`src/rtl/coherence_bus_pkg.sv`:
```
// Shared types and default widths for the snooping CommonBus arbiter.
package coherence_bus_pkg;

   localparam int unsigned BUS_ADDR_W = 16;
   localparam int unsigned BUS_DATA_W = 32;

   typedef enum logic {
      CMD_RD  = 1'b0,
      CMD_UPD = 1'b1
   } bus_cmd_e;

   typedef enum logic [2:0] {
      IDLE  = 3'd0,
      ADDR  = 3'd1,
      SNOOP = 3'd2,
      DATA  = 3'd3,
      DONE  = 3'd4
   } arb_state_e;

endpackage

```
`src/rtl/snoop_bus_arbiter_picker.sv`:
```
// Round-robin priority picker: one-hot winner is the first set request at/after ptr, cyclic.
module rr_priority_picker #(
   parameter int unsigned N = 4
) (
   input  logic [N-1:0]         req,
   input  logic [$clog2(N)-1:0] ptr,
   output logic [N-1:0]         winner
);

   localparam int unsigned IDX_W = $clog2(N);

   always_comb begin
      logic        found;
      int unsigned idx;
      winner = '0;
      found  = 1'b0;
      idx    = 0;
      for (int unsigned off = 0; off < N; off++) begin
         idx = (32'(ptr) + off) % N;
         if (!found && req[IDX_W'(idx)]) begin
            winner[IDX_W'(idx)] = 1'b1;
            found               = 1'b1;
         end
      end
   end

endmodule

```
`src/rtl/snoop_bus_arbiter.sv`:
```
// Round-robin arbiter/sequencer for the shared snooping CommonBus (ADDR -> SNOOP -> DATA -> DONE).
// Optional per-cache grant counters on perf_grants when SNOOP_ARB_PERF_EN is defined.
module snoop_bus_arbiter
   import coherence_bus_pkg::*;
#(
   parameter int unsigned NUM_CACHES   = 4,
   parameter int unsigned ADDRESSWIDTH = BUS_ADDR_W,
   parameter int unsigned DATABUSWIDTH = BUS_DATA_W,
   parameter int unsigned SNOOP_CYCLES = 2,
   parameter int unsigned TIMEOUT      = 64
) (
   input  logic                               clock,
   input  logic                               reset,
   input  logic [NUM_CACHES-1:0]              req_valid,
   input  logic [NUM_CACHES-1:0]              req_upd,
   input  logic [NUM_CACHES*ADDRESSWIDTH-1:0] req_addr,
   input  logic [NUM_CACHES*DATABUSWIDTH-1:0] req_data,
   output logic [NUM_CACHES-1:0]              grant,
   output logic [NUM_CACHES-1:0]              req_ack,
   output logic                               req_err,
   output logic [DATABUSWIDTH-1:0]            rsp_data,
   output logic                               bus_rd,
   output logic                               bus_upd,
   output logic [ADDRESSWIDTH-1:0]            bus_addr,
   output logic [DATABUSWIDTH-1:0]            bus_data,
   input  logic [NUM_CACHES-1:0]              snoop_shared,
   output logic                               bus_shared,
   input  logic                               fill_valid,
   input  logic [DATABUSWIDTH-1:0]            fill_data
`ifdef SNOOP_ARB_PERF_EN
   ,
   output logic [NUM_CACHES*16-1:0]           perf_grants
`endif
);

   localparam int unsigned IDX_W   = $clog2(NUM_CACHES);
   localparam int unsigned CNT_MAX = (TIMEOUT > SNOOP_CYCLES) ? TIMEOUT : SNOOP_CYCLES;
   localparam int unsigned CNT_W   = $clog2(CNT_MAX + 1);

   arb_state_e               state_q, state_d;
   bus_cmd_e                 cmd_q, cmd_d;
   logic [IDX_W-1:0]         rr_ptr_q, rr_ptr_d;
   logic [CNT_W-1:0]         cnt_q, cnt_d;
   logic [NUM_CACHES-1:0]    grant_q, grant_d;
   logic [NUM_CACHES-1:0]    ack_q, ack_d;
   logic                     err_q, err_d;
   logic [DATABUSWIDTH-1:0]  rsp_q, rsp_d;
   logic                     rd_q, rd_d;
   logic                     upd_q, upd_d;
   logic [ADDRESSWIDTH-1:0]  addr_q, addr_d;
   logic [DATABUSWIDTH-1:0]  data_q, data_d;
   logic                     shared_q, shared_d;

   logic [NUM_CACHES-1:0]    win;
   logic                     sel_upd;
   logic [ADDRESSWIDTH-1:0]  sel_addr;
   logic [DATABUSWIDTH-1:0]  sel_data;
   logic [IDX_W-1:0]         owner_idx;

   rr_priority_picker #(.N(NUM_CACHES)) u_picker (
      .req    (req_valid),
      .ptr    (rr_ptr_q),
      .winner (win)
   );

   // Request mux for the arbitration winner and index of the current owner.
   always_comb begin
      sel_upd   = 1'b0;
      sel_addr  = '0;
      sel_data  = '0;
      owner_idx = '0;
      for (int unsigned i = 0; i < NUM_CACHES; i++) begin
         if (win[i]) begin
            sel_upd  = req_upd[i];
            sel_addr = req_addr[i*ADDRESSWIDTH +: ADDRESSWIDTH];
            sel_data = req_data[i*DATABUSWIDTH +: DATABUSWIDTH];
         end
         if (grant_q[i]) begin
            owner_idx = IDX_W'(i);
         end
      end
   end

   always_comb begin
      state_d  = state_q;
      cmd_d    = cmd_q;
      rr_ptr_d = rr_ptr_q;
      cnt_d    = cnt_q;
      grant_d  = grant_q;
      ack_d    = '0;
      err_d    = 1'b0;
      rsp_d    = rsp_q;
      rd_d     = 1'b0;
      upd_d    = 1'b0;
      addr_d   = addr_q;
      data_d   = data_q;
      shared_d = shared_q;
      unique case (state_q)
         IDLE: begin
            if (|req_valid) begin
               state_d  = ADDR;
               grant_d  = win;
               cmd_d    = sel_upd ? CMD_UPD : CMD_RD;
               rd_d     = ~sel_upd;
               upd_d    = sel_upd;
               addr_d   = sel_addr;
               data_d   = sel_upd ? sel_data : '0;
               shared_d = 1'b0;
               rsp_d    = '0;
               cnt_d    = '0;
            end
         end
         ADDR: begin
            state_d = SNOOP;
            cnt_d   = '0;
         end
         SNOOP: begin
            // Owner's own Shared line never counts toward the wired-OR.
            shared_d = shared_q | (|(snoop_shared & ~grant_q));
            if (cnt_q == CNT_W'(SNOOP_CYCLES - 1)) begin
               cnt_d = '0;
               if (cmd_q == CMD_UPD) begin
                  state_d = DONE;
                  ack_d   = grant_q;
               end else begin
                  state_d = DATA;
               end
            end else begin
               cnt_d = cnt_q + CNT_W'(1);
            end
         end
         DATA: begin
            if (fill_valid) begin
               state_d = DONE;
               rsp_d   = fill_data;
               ack_d   = grant_q;
            end else if (cnt_q == CNT_W'(TIMEOUT - 1)) begin
               state_d = DONE;
               rsp_d   = '0;
               err_d   = 1'b1;
               ack_d   = grant_q;
            end else begin
               cnt_d = cnt_q + CNT_W'(1);
            end
         end
         DONE: begin
            state_d  = IDLE;
            grant_d  = '0;
            addr_d   = '0;
            data_d   = '0;
            shared_d = 1'b0;
            rsp_d    = '0;
            cnt_d    = '0;
            rr_ptr_d = (owner_idx == IDX_W'(NUM_CACHES - 1)) ? '0 : owner_idx + IDX_W'(1);
         end
         default: begin
            state_d = IDLE;
         end
      endcase
   end

   always_ff @(posedge clock or posedge reset) begin
      if (reset) begin
         state_q  <= IDLE;
         cmd_q    <= CMD_RD;
         rr_ptr_q <= '0;
         cnt_q    <= '0;
         grant_q  <= '0;
         ack_q    <= '0;
         err_q    <= 1'b0;
         rsp_q    <= '0;
         rd_q     <= 1'b0;
         upd_q    <= 1'b0;
         addr_q   <= '0;
         data_q   <= '0;
         shared_q <= 1'b0;
      end else begin
         state_q  <= state_d;
         cmd_q    <= cmd_d;
         rr_ptr_q <= rr_ptr_d;
         cnt_q    <= cnt_d;
         grant_q  <= grant_d;
         ack_q    <= ack_d;
         err_q    <= err_d;
         rsp_q    <= rsp_d;
         rd_q     <= rd_d;
         upd_q    <= upd_d;
         addr_q   <= addr_d;
         data_q   <= data_d;
         shared_q <= shared_d;
      end
   end

   assign grant      = grant_q;
   assign req_ack    = ack_q;
   assign req_err    = err_q;
   assign rsp_data   = rsp_q;
   assign bus_rd     = rd_q;
   assign bus_upd    = upd_q;
   assign bus_addr   = addr_q;
   assign bus_data   = data_q;
   assign bus_shared = shared_q;

`ifdef SNOOP_ARB_PERF_EN
   logic [NUM_CACHES-1:0][15:0] perf_q, perf_d;

   // Saturating per-cache grant counters, bumped once per completed transaction.
   always_comb begin
      perf_d = perf_q;
      if (state_q == DONE) begin
         for (int unsigned i = 0; i < NUM_CACHES; i++) begin
            if (grant_q[i] && (perf_q[i] != 16'hFFFF)) begin
               perf_d[i] = perf_q[i] + 16'd1;
            end
         end
      end
   end

   always_ff @(posedge clock or posedge reset) begin
      if (reset) begin
         perf_q <= '0;
      end else begin
         perf_q <= perf_d;
      end
   end

   assign perf_grants = perf_q;
`endif

endmodule

```
`config.mk`:
```
export PLATFORM = sky130hd
export DESIGN_NAME = snoop_bus_arbiter
export DESIGN_NICKNAME = d
export VERILOG_FILES = /design/src/rtl/coherence_bus_pkg.sv /design/src/rtl/snoop_bus_arbiter_picker.sv /design/src/rtl/snoop_bus_arbiter.sv
export SDC_FILE = /design/constraint.sdc
export NUM_CORES = 1
export LEC_CHECK = 0
export CAP_MARGIN = 20
export CORE_AREA = 3 3 127 129
export CTS_CLUSTER_DIAMETER = 40
export DETAILED_ROUTE_END_ITERATION = 16
export DIE_AREA = 0 0 130 132
export PLACE_DENSITY = 0.81
export REMOVE_ABC_BUFFERS = 1
export SLEW_MARGIN = 20
export SYNTH_ARGS = -nofsm -noshare
export SYNTH_HDL_FRONTEND = slang
export SYNTH_SLANG_ARGS = --single-unit
```
`constraint.sdc`:
```
create_clock -name clock -period 8.7 [get_ports clock]
set_input_delay 1.74 -clock clock [delete_from_list [all_inputs] [get_ports clock]]
set_output_delay 1.74 -clock clock [all_outputs]
set_load 0.02 [all_outputs]
```
==> metrics.csv <==
metric,value,unit
clock_path_buffers,2,
clkLatencyLatePin,0.36,ns
hold_slack,0.502,ns
p_leak,0.00387,µW
path_buf_inv,1,
min_path_type,flop to flop,
viasPerCell,5.73,
max_stage_delay,0.82,ns
timing.final.ws_setup,3.54,ns
grt-ovfl-total,0,
final_cell_area,9620,µm²
status,completed,
pre_cts_slack,3.17,ns
maxSlewViolCount,0,
drive_gt1_share,4.78,%
fin_setup_tns,0,ns
yosysWarnings,0,
ys_ff_latch,105,
antenna_found_initial,1,
cts_htree_levels,3,
place_congestion,0.881,
worstPathMaxFanout,50,
drt_first_iter_violations,706,
post-cts-setup-buffers,0,
critPathTopFamily,compound AO/OA/AOI/OAI gates,
irDropWorstVdd,0.333,mV
remaining_drc_errors,0,
grt_pass1_vias,6285,
fin_nets,1164,
row_count,45,
finalCriticalPeriod,5.16,ns
path_clk_slew,0.08,ns
fp.dieW,130,µm
core-area,15100,µm²
crit_slowest_cell,o221ai_4,
dp.final_hpwl,16300,µm
area_growth,61.2,%
syn_avg_cell_area,9.51,µm²
synth_largest_area_cell,dfrtp_1,
cts_sinks,105,
dr.pass1.iters,8,
io_pins,331,
synthCells,628,
finalSetupViolCount,0,
synthArstFlopShare,100,%
grt_usage,25.3,%
cap_violations,0,
numCtsBuffers,9,
wl_per_cell,20.4,µm
crit_path_cell_trace,"clkdlybuf4s50_1, nor2_1, a221oi_2, nor3_4, a221o_2, and3_1, o221ai_4, a22oi_1",
placed_area,9310,µm²
synthDominantCellAreaShare,44.0,%
skew,0.0139,ns
critPathArrivalTime,5.33,ns
die_h,132,µm
synth_area,5970,µm²
hold_viol_final,0,
finalPower,3490,µW
rsz0062_at_grt,no,
num-fill-cells,1259,
cts_tree,yes,
synth-edff-count,0,
crit_type,input port to flop,
root_buffer,clkbuf_16,
dieArea,17200,µm²
wirelength,22700,µm
tightest_slew,1.08,ns
seq_area_frac_synth,44.0,%
crit_required,8.86,ns
grt_max_degree,82,
cts-resized-gates,0,
fmax,194,MHz
start_util,39.4,%
vias,6361,
r2r_setup_slack,4.10,ns
netlist-cell-type-count,47,
finalCritPeriodShare,59.4,%
relSlewSlack,27.7,%
startpoint_type,input port,
grt_pass1_wl,34200,µm
io_buffers,330,
ant_nets,0,
cts_hold_buf,0,
power_density,363,nW/µm²
synth_area_leaders,"dfrtp_1, nand2_1, a222oi_1",
crit_path_end_kind,flop,
yosys_most_used_dff,dfrtp_1,
metrics by stage:
stage,utilization (%),std cells
finish,63.5,1110
global route,63.5,1110
CTS,63.5,1109
detailed placement,61.5,1093
global placement,61.5,1093
floorplan,-,569
final timing paths:
check	cells past startpoint	end	start
max	8	bus_data[3]$_DFFE_PP0P_	req_valid[0]
min	1	rsp_data[6]$_DFFE_PP0P_	rsp_data[6]$_DFFE_PP0P_
max reg2reg	9	bus_data[3]$_DFFE_PP0P_	rr_ptr_q[0]$_DFFE_PP0P_
min reg2reg	1	rsp_data[6]$_DFFE_PP0P_	rsp_data[6]$_DFFE_PP0P_
max in group asynchronous	3	bus_data[3]$_DFFE_PP0P_	reset
min in group asynchronous	2	state_q[0]$_DFFE_PP0P_	reset
report_power, final:
part           internal (µW)  switching (µW)
combinational            914            1290
sequential               690             180
clock                    205             211
total                   1810            1680
state kept, by name, indices dropped and copies added (netlist names), 2 cells and up:
signal    flops
bus_data     32
rsp_data     32
bus_addr     16
cnt_q         7
grant         4
req_ack       4
state_q       3
rr_ptr_q      2
Yosys cell counts, drive strengths merged (6+ instances only):
cell type and count:
nor2 17, a21o 33, and3 7, mux2i 7, o21ai 34, nor2b 6
ha 9, buf 26, a221o 19, nand3 52, clkbuf 33, a21oi 36
a22o 32, a222oi 32, inv 14, dfrtp 105, a22oi 35, nand2 91
cells by family (layout without fill, tap and decap cells):
logic type	count (synthesis)	count (layout)	synth area share, %
buffers and inverters	73	366	5.82
and+or+nand+nor	193	193	15.6
adders and majority gates	9	9	1.89
other	0	1	0
DFF	105	105	44.0
muxes	11	11	2.18
AOI/OAI and AO/OA	237	237	30.5
metal layers:
layer  vias to the layer above  global-route usage, %  wire length [µm]
li1                       2971                      -                 -
met1                      3036                   30.9              9040
met2                       308                   42.8             11100
met3                        46                   5.71              1770
met4                         0                   10.1               756
met5                         -                      0                 0
cells in the final DEF, fill, tap and decap left out, types with 30 or more instances in the layout:
cell type / netlist / final
nand3_1: 52 / 52
a21o_1: 33 / 33
clkdlybuf4s50_1: 0 / 330
a22oi_1: 35 / 35
a22o_1: 32 / 32
dfrtp_1: 105 / 105
nand2_1: 91 / 91
o21ai_0: 31 / 30
a21oi_1: 36 / 36
a222oi_1: 32 / 32
area by class of cell:
cell class	count	area, µm²	share of cell area (%)
clock inverters	7	85.1	0.884
flip-flops and latches	105	2630	27.3
diodes	1	2.50	0.0260
repair buffers	336	3350	34.8
clock buffers	9	225	2.34
well taps	188	235	2.44
multi-input cells	450	3050	31.6
inverters	14	55.1	0.572
(Power assumes the default switching activity.)
